[config.mk]
export PLATFORM = sky130hd
export DESIGN_NAME = cpu_seg_display
export DESIGN_NICKNAME = d
export VERILOG_FILES = /design/src/rtl/seg_display_pkg.sv /design/src/rtl/btn_debounce.sv /design/src/rtl/cpu_seg_display.sv
export SDC_FILE = /design/constraint.sdc
export NUM_CORES = 1
export LEC_CHECK = 0
export CAP_MARGIN = 20
export CORE_MARGIN = 2
export CORE_UTILIZATION = 55
export CTS_CLUSTER_DIAMETER = 150
export DETAILED_ROUTE_END_ITERATION = 12
export PLACE_DENSITY = 0.81
export REMOVE_ABC_BUFFERS = 1
export SLEW_MARGIN = 40
export SYNTH_ARGS = -nofsm -noshare
export SYNTH_HDL_FRONTEND = slang
export SYNTH_SLANG_ARGS = --single-unit
[constraint.sdc]
create_clock -name clk -period 7.5 [get_ports clk]
set_input_delay 1.5 -clock clk [delete_from_list [all_inputs] [get_ports clk]]
set_output_delay 1.5 -clock clk [all_outputs]
set_load 0.01 [all_outputs]
[src/rtl/seg_display_pkg.sv]
// Shared constants for the CPU seven-segment output stage: source-select codes and the
// active-low hex-to-segment table, with bit order {g,f,e,d,c,b,a}.
package seg_display_pkg;

    localparam logic [1:0] MODE_F   = 2'd0;
    localparam logic [1:0] MODE_MEM = 2'd1;
    localparam logic [1:0] MODE_PC  = 2'd2;

    localparam logic [6:0] HEX_SEG [16] = '{
        7'b1000000, 7'b1111001, 7'b0100100, 7'b0110000,
        7'b0011001, 7'b0010010, 7'b0000010, 7'b1111000,
        7'b0000000, 7'b0010000, 7'b0001000, 7'b0000011,
        7'b1000110, 7'b0100001, 7'b0000110, 7'b0001110
    };

    function automatic logic [6:0] hex2seg(input logic [3:0] nib);
        return HEX_SEG[nib];
    endfunction

endpackage

[src/rtl/btn_debounce.sv]
// Push-button conditioner: a 2-flop synchronizer feeds a stability counter, and an
// accepted rising level emits a single-cycle press pulse.
module btn_debounce #(
    parameter int unsigned DEBOUNCE_CYCLES = 500000
) (
    input  logic clk,
    input  logic rst,
    input  logic btn_raw,
    output logic press
);

    localparam int unsigned     CntW   = $clog2(DEBOUNCE_CYCLES + 1);
    localparam logic [CntW-1:0] CntMax = CntW'(DEBOUNCE_CYCLES);

    logic [1:0]      sync_q;
    logic            level_q;
    logic [CntW-1:0] cnt_q;
    logic            press_q;

    always_ff @(posedge clk or posedge rst) begin
        if (rst) begin
            sync_q  <= 2'b00;
            level_q <= 1'b0;
            cnt_q   <= '0;
            press_q <= 1'b0;
        end else begin
            sync_q  <= {sync_q[0], btn_raw};
            press_q <= 1'b0;
            if (sync_q[1] == level_q) begin
                cnt_q <= '0;
            end else if (cnt_q == CntMax) begin
                level_q <= sync_q[1];
                cnt_q   <= '0;
                press_q <= sync_q[1];  // release is accepted silently
            end else begin
                cnt_q <= cnt_q + CntW'(1);
            end
        end
    end

    assign press = press_q;

endmodule

[src/rtl/cpu_seg_display.sv]
// Board output stage: snapshots CPU F/Mem/PC/flags, lets buttons pick the source and
// freeze it, and scans the chosen word across eight multiplexed hex digits.
module cpu_seg_display #(
    parameter int unsigned SCAN_DIV        = 50000,
    parameter int unsigned DEBOUNCE_CYCLES = 500000
) (
    input  logic        clk,
    input  logic        rst,
    input  logic [31:0] F,
    input  logic [31:0] Mem,
    input  logic [31:0] PC,
    input  logic        ZF,
    input  logic        OF,
    input  logic        sel_btn,
    input  logic        frz_btn,
    output logic [7:0]  an,
    output logic [6:0]  seg,
    output logic        dp,
    output logic [1:0]  led,
    output logic [1:0]  mode
);

    import seg_display_pkg::*;

    localparam int unsigned    DivW   = $clog2(SCAN_DIV);
    localparam logic [DivW-1:0] DivMax = DivW'(SCAN_DIV - 1);

    logic sel_press;
    logic frz_press;

    btn_debounce #(.DEBOUNCE_CYCLES(DEBOUNCE_CYCLES)) u_sel_db (
        .clk     (clk),
        .rst     (rst),
        .btn_raw (sel_btn),
        .press   (sel_press)
    );

    btn_debounce #(.DEBOUNCE_CYCLES(DEBOUNCE_CYCLES)) u_frz_db (
        .clk     (clk),
        .rst     (rst),
        .btn_raw (frz_btn),
        .press   (frz_press)
    );

    logic [1:0]      mode_q, mode_d;
    logic            frozen_q, frozen_d;
    logic [31:0]     snap_f_q, snap_mem_q, snap_pc_q;
    logic [1:0]      snap_flags_q;
    logic [DivW-1:0] div_q, div_d;
    logic [2:0]      idx_q, idx_d;
    logic [7:0]      an_q;
    logic [6:0]      seg_q;
    logic            dp_q;
    logic [31:0]     word;
    logic [3:0]      nibble;

    always_comb begin
        mode_d = mode_q;
        if (sel_press) begin
            mode_d = (mode_q == MODE_PC) ? MODE_F : mode_q + 2'd1;
        end
        frozen_d = frozen_q ^ frz_press;

        div_d = div_q + DivW'(1);
        idx_d = idx_q;
        if (div_q == DivMax) begin
            div_d = '0;
            idx_d = idx_q + 3'd1;
        end

        unique case (mode_q)
            MODE_MEM: word = snap_mem_q;
            MODE_PC:  word = snap_pc_q;
            default:  word = snap_f_q;
        endcase
        nibble = word[{idx_q, 2'b00} +: 4];
    end

    always_ff @(posedge clk or posedge rst) begin
        if (rst) begin
            mode_q       <= MODE_F;
            frozen_q     <= 1'b0;
            snap_f_q     <= '0;
            snap_mem_q   <= '0;
            snap_pc_q    <= '0;
            snap_flags_q <= 2'b00;
            div_q        <= '0;
            idx_q        <= 3'd0;
            an_q         <= 8'hFF;
            seg_q        <= 7'h7F;
            dp_q         <= 1'b1;
        end else begin
            mode_q   <= mode_d;
            frozen_q <= frozen_d;
            // Old frozen_q gates the load, so the freeze cycle itself still captures.
            if (!frozen_q) begin
                snap_f_q     <= F;
                snap_mem_q   <= Mem;
                snap_pc_q    <= PC;
                snap_flags_q <= {OF, ZF};
            end
            div_q <= div_d;
            idx_q <= idx_d;
            an_q  <= ~(8'h01 << idx_q);
            seg_q <= hex2seg(nibble);
            dp_q  <= !((idx_q == 3'd0) && frozen_q);
        end
    end

    assign an   = an_q;
    assign seg  = seg_q;
    assign dp   = dp_q;
    assign led  = snap_flags_q;
    assign mode = mode_q;

endmodule

==> results.md <==
* Syn Std Cell Area at between 0.008 and 0.009 mm²
* Clock Pin Slew Worst Setup and Hold Paths at 60 ps
* WP data arrival at 3700 ps
* Critical path capture point type: flip-flop
* Nets@finish at 935
* Post-CTS Resized at 0
* Latest clock arrival within the worst-skew pair at between 400 and 500 ps
* CP Launch Type: flip-flop
* Hold_buf cts at 0
* Static leakage power at 4.24 nW
* Layout cell share with drive strength beyond 1 at approximately 21%
* Ys flop type: dfrtp_1
* Slew HR at 47.6%
* CORE AREA at approximately 0.015 mm²
* Crit path kind: flip-flop to flip-flop
* Storage element area at 0.00458 mm²
* Footprint of the multi-input gates at 0.00359 mm²
* Iter 0 DRT Violations at 398
* First-pass GRT wire length at 29.5 mm
* First-pass DRT Iterations at 5
* Die area at 0.0164 mm²
* Initial antenna violation count at 0
* Synth Register Bits at roughly 180
* I/O pin count at 122
* Fmax at 299 MHz
* Initial core utilization at 56.0%
* Antenna Cells at 0
* Die height at 128 µm
* Num CTS Buffers at 17
* HP Class: flip-flop to flip-flop
* IR drop worst, VDD at just over 0.2 mV
* RSZ-0062 raised after global routing: false
* Placed wire-length estimate at 12.2 mm
* Sequential share of the synthesized area at 54.1%
* Core Util, Final at between 60% and 70%
* PD cells at 206 mW/mm²
* Tmin final at 3350 ps
* Longest Clk Path Bufs at 2
* Largest net degree at the start of global routing at 113
* Row count at 45
* Layout fillers at 1,019
* GRT Residual Overflow at 0
* Least-Margin Pin Slew at ~800 ps
* GRT Total Usage at 23.3%
* Die Span X at 128 µm
* Setup TNS at 0 ps
* Finish-stage setup viols at 0
* Post-CTS Repair Setup Buffers at 0
* CTS tree: built
* Status: finished clean
* Routed Antenna Nets at 0
* CTS H-Tree Depth at 4
* Min-Delay Path Depth at 0
* Gate Count Post-Synth at 701
* Mapped Avg Cell Area at approximately 12 µm²
* Cell variety after synth at 57
* FFs w/ async S/R, synth at 100%
* Number of synthesized flops with an enable pin at 0
* CP required at 7860 ps
* Port Buf Inserts at 121
* Placer's final routability congestion estimate at 0.765
* CTS root buffer: clkbuf_16
* Worst-path maximum fanout at 20
* Clock sinks at 182
* Post-route DRC at 0
* Total Wirelength at 18.3 mm
* Final hold violation count at 0
* Worst clock skew at 7.76 ps
* Via density at 5.70
* WL/cell at about 18 µm
* Post-route clock period utilization at between 40% and 50%
* Vias in the first global route at 6,115
* Fin. max-slew vios at 0
* Synthesis Warnings at 0
* # Max-Cap Violations at 0
* Worst R2R Path Depth at 12
* Layout area overhead at 23.1%
* Vias post-DR at ~5,800
cells in the final DEF (no fill, tap or decap), types with 3 or more instances in the layout:
master and instances:
ha_1 21, clkinv_2 4, nand2_1 36, a22oi_1 16, o21ai_0 15, inv_1 22
dfstp_2 16, buf_4 4, nand4_1 12, a211oi_1 7, xor2_1 27, a22o_1 7
and4_1 3, nor3_1 13, mux2i_1 6, nor4_1 6, a211oi_2 4, bufinv_16 4
nand3_1 22, clkbuf_8 4, a21oi_1 15, nor2_1 71, and3_1 4, mux4_2 4
mux2_2 104, xnor2_1 23, clkdlybuf4s50_1 121, clkbuf_16 17, dfrtp_1 164, a221oi_1 3
where the power goes:
group | internal [mW] | switching (mW) | leakage [nW] | total [mW]
registers | 1.02 | 0.0200 | 2.23 | 1.04
logic | 0.0885 | 0.0603 | 1.70 | 0.149
clock network | 0.589 | 0.362 | 0.312 | 0.951
total | 1.70 | 0.442 | 4.24 | 2.14
area by class of cell:
class	instances	area share (%)
clock buffers	22	4.66
clock inverters	9	1.42
inverters	25	1.02
multi-input cells	460	34.6
flip-flops and latches	182	44.0
well taps	188	2.26
repair buffers	126	12.0
kinds of logic (layout without fill, tap and decap cells):
kind of cell	after synthesis	count (layout)	share of synthesized area [%]
DFF	182	182	54.1
buffers and inverters	59	182	3.51
muxes	116	116	15.9
xor gates and xnor gates	50	50	5.18
and+or+nand+nor	189	189	10.9
adders and majority gates	21	21	3.11
AOI/OAI and AO/OA	84	84	7.24
per-layer routing:
layer,part of all wire (%),global-route usage (%),vias up,wire [µm]
li1,-,-,2686,-
met1,42,29.7,2890,7750
met2,51,39.9,172,9340
met3,4.8,5.05,21,883
met4,1.6,7.50,0,291
met5,0,0,-,0
synthesized netlist by cell type, types with 13 or more instances:
master   count  area (µm²)
dfrtp_1    166        4150
ha_1        21         263
nand2_1     36         135
nor3_1      13        65.1
a21oi_1     15        75.1
o21ai_0     15        75.1
mux2_2     104        1170
dfstp_2     16         420
inv_1       23        86.3
xnor2_1     23         201
a22oi_1     16         120
nor2_1      71         267
xor2_1      27         236
nand3_1     22         110
critical path, stage by stage, from the launching register on:
cell and delay, ps:
dfrtp_1 420, inv_1 110, ha_1 510, buf_4 390, a22oi_1 120, a2111oi_0 450, nor3_1 110, a21oi_2 300
inv_1 150, ha_1 290, inv_1 90, mux2i_1 90, a32o_2 240
per-stage QoR:
step                cell area (µm²)  hold WS [ps]  worst slack, ps  cells  power, mW
detailed placement             9740           335             3930    981       1.20
finish                        10400           348             4150   1012       2.14
CTS                           10400           348             4120   1012       2.15
floorplan                      8250           331             1080    667       1.12
global placement               9740           336             3910    981       1.20
global route                  10400           352             3900   1012       2.21
sequential cells by signal, indices dropped and copies added, names as in the netlist:
register,cells
mode,2
led,2
an,8
idx_q,3
snap_pc_q,32
div_q,16
u_sel_db.sync_q,2
snap_mem_q,32
u_frz_db.press,1
snap_f_q,32
u_frz_db.cnt_q,19
seg,7
u_frz_db.sync_q,2
u_sel_db.press,1
u_frz_db.level_q,1
frozen_q,1
u_sel_db.cnt_q,19
dp,1
u_sel_db.level_q,1
final timing paths:
check	end	slack, ps	startpoint
worst min register to register	u_sel_db.sync_q[1]$_DFF_PP0_	350	u_sel_db.sync_q[0]$_DFF_PP0_
max in group asynchronous	idx_q[0]$_DFFE_PP0N_	4860	rst
worst max register to register	seg[1]$_DFF_PP1_	4150	mode[0]$_DFFE_PP0P_
min in group asynchronous	u_sel_db.cnt_q[4]$_DFF_PP0_	1560	rst
worst min-delay path	u_sel_db.sync_q[1]$_DFF_PP0_	350	u_sel_db.sync_q[0]$_DFF_PP0_
worst max-delay path	seg[1]$_DFF_PP1_	4150	mode[0]$_DFFE_PP0P_
(Power assumes the default switching activity.)
==> edit (same settings) <==
The output `an` loses its register stage (`an_q` becomes a continuous assignment).
--- a/src/rtl/cpu_seg_display.sv
+++ b/src/rtl/cpu_seg_display.sv
@@ -87,5 +87,4 @@
             div_q        <= '0;
             idx_q        <= 3'd0;
-            an_q         <= 8'hFF;
             seg_q        <= 7'h7F;
             dp_q         <= 1'b1;
@@ -102,9 +101,10 @@
             div_q <= div_d;
             idx_q <= idx_d;
-            an_q  <= ~(8'h01 << idx_q);
             seg_q <= hex2seg(nibble);
             dp_q  <= !((idx_q == 3'd0) && frozen_q);
         end
     end
+
+    assign an_q = ~(8'h01 << idx_q);
 
     assign an   = an_q;
Behaviour: not the same (a bounded check fails within 4 cycles, from zero or initial values and one cycle with rst high).
==> edit against the original RTL <==
  * Fmax shrank 13%
  * Worst setup slack worse by 0.51 ns
  * Sequential cell count decreased by 8
  * Routed wire length is 1.2% lower
  * Non-clock buffer count grew 2
  * Clock skew rose by 0.0042 ns
  * Die area shrank 2.7%
  * Sequential share of layout area is 0.92 points lower
  * Area after synthesis is 2.8% lower
  * Final area shrank 2.6%
  * Total power is 6.0% lower
  * Global-route usage increased by 0.093 points
  * Final cell count down 1.4%
==> edit: results (changes against the original RTL) <==
setup_path:
  slowest_stage: "dfrtp_1"  # was ha_1
  critical_path.max_stage_delay_ns: 0.72  # was 0.51 ns
  cp_max_fo: 17  # was 20
  arrival_ns: 2.36  # was 3.70 ns
  cp_top_family: "buffers and inverters"  # was compound AO/OA/AOI/OAI gates
run_status:
  outcome: "completed"  # unchanged
power:
  pwr-share-clk_pct: 43.2  # was 44.5%
  static-leakage-power_nw: 4.12  # was 4.24 nW
  vdd_ir_drop_max_uv: 176  # was 202 uV
  switchingPower_w: 0.000438  # was 0.000442 W
final_layout:
  seq_share_pct: 43.1  # was 44.0%
  utilization_pct: 69.5  # was 68.9%
  comb.multi_input.count: 455  # was 460
  layout-drive-gt1-share_pct: 20.1  # was 21.5%
  buf_share_pct: 12.8  # was 12.0%
  multiInputGateArea_um2: 3550  # was 3590 um2
  nClkBuffers: 23  # was 22
  nets: 924  # was 935
  nFillCells: 983  # was 1019
  num-nonclk-buffers: 128  # was 126
yosys:
  synth_cell_types: 56  # was 57
  seq_area_frac_synth_pct: 53.1  # was 54.1%
  ys_seq_elements: 174  # was 182
  synthTopCellsByArea: "dfrtp_1 51%, mux2_2 14%, ha_1 3.2%"  # was dfrtp_1 49%, mux2_2 14%, dfstp_2 5.0%
  synthTopCellsByCount: "166 x dfrtp_1, 101 x mux2_2, 70 x nor2_1"  # was 166 x dfrtp_1, 104 x mux2_2, 71 x nor2_1
global_route:
  grt_max_degree: 112  # was 113
  grt_pass1_wl_mm: 29.9  # was 29.5 mm
  grt_pass1_vias: 6024  # was 6115
route:
  drtIter0Drc: 473  # was 398
  wl_met1_mm: 7.69  # was 7.75 mm
  wl_met3_um: 823  # was 883 um
  wl_met2_mm: 9.30  # was 9.34 mm
  drt_wl_total_mm: 18.0  # was 18.3 mm
  vias: 5773  # was 5769
timing:
  tightest_slew_ns: 0.808  # was 0.780 ns
  slew_headroom_pct: 46.1  # was 47.6%
  fin_skew_ns: 0.0119  # was 0.00776 ns
placement:
  placed_cell_area_um2: 9520  # was 9740 um2
edit: cell count changes after synthesis, sizes merged, moves of 4 or more:
| cell | delta |
|---|---|
| dfstp | -8 |
| nand2 | -7 |
| nor3 | +5 |
| buf | -4 |
edit: kinds of logic after synthesis:
kind of cell,Yosys count,share of synthesized area [%]
adders and majority gates,21,3.20
and+or+nand+nor,189,11.3
muxes,112,15.8
DFF,174,53.1
AOI/OAI and AO/OA,83,7.60
buffers and inverters,57,3.61
xor gates and xnor gates,50,5.33
edit: stage by stage:
stage / std cells / power (W) / setup WS (ns)
floorplan: 654 / 0.00107 / 1.30
global placement: 964 / 0.00115 / 3.75
detailed placement: 965 / 0.00116 / 3.92
CTS: 997 / 0.00202 / 3.64
global route: 998 / 0.00208 / 3.53
finish: 998 / 0.00201 / 3.64
edit: final timing paths:
check,from,to,slack (ns),depth (start not counted)
max,idx_q[2]$_DFFE_PP0N_,an[3],3.64,4
min,u_frz_db.sync_q[0]$_DFF_PP0_,u_frz_db.sync_q[1]$_DFF_PP0_,0.35,0
max reg2reg,mode[0]$_DFFE_PP0P_,seg[5]$_DFF_PP1_,3.86,10
min reg2reg,u_frz_db.sync_q[0]$_DFF_PP0_,u_frz_db.sync_q[1]$_DFF_PP0_,0.35,0
max in group asynchronous,rst,idx_q[0]$_DFFE_PP0N_,5.26,3
min in group asynchronous,rst,u_frz_db.cnt_q[4]$_DFF_PP0_,1.42,2
edit: metal layers:
metal | vias to the layer above | global-route usage (%)
li1 | 2658 | -
met1 | 2934 | 29.7
met2 | 164 | 40.8
met3 | 17 | 4.63
met4 | 0 | 6.85
met5 | - | 0
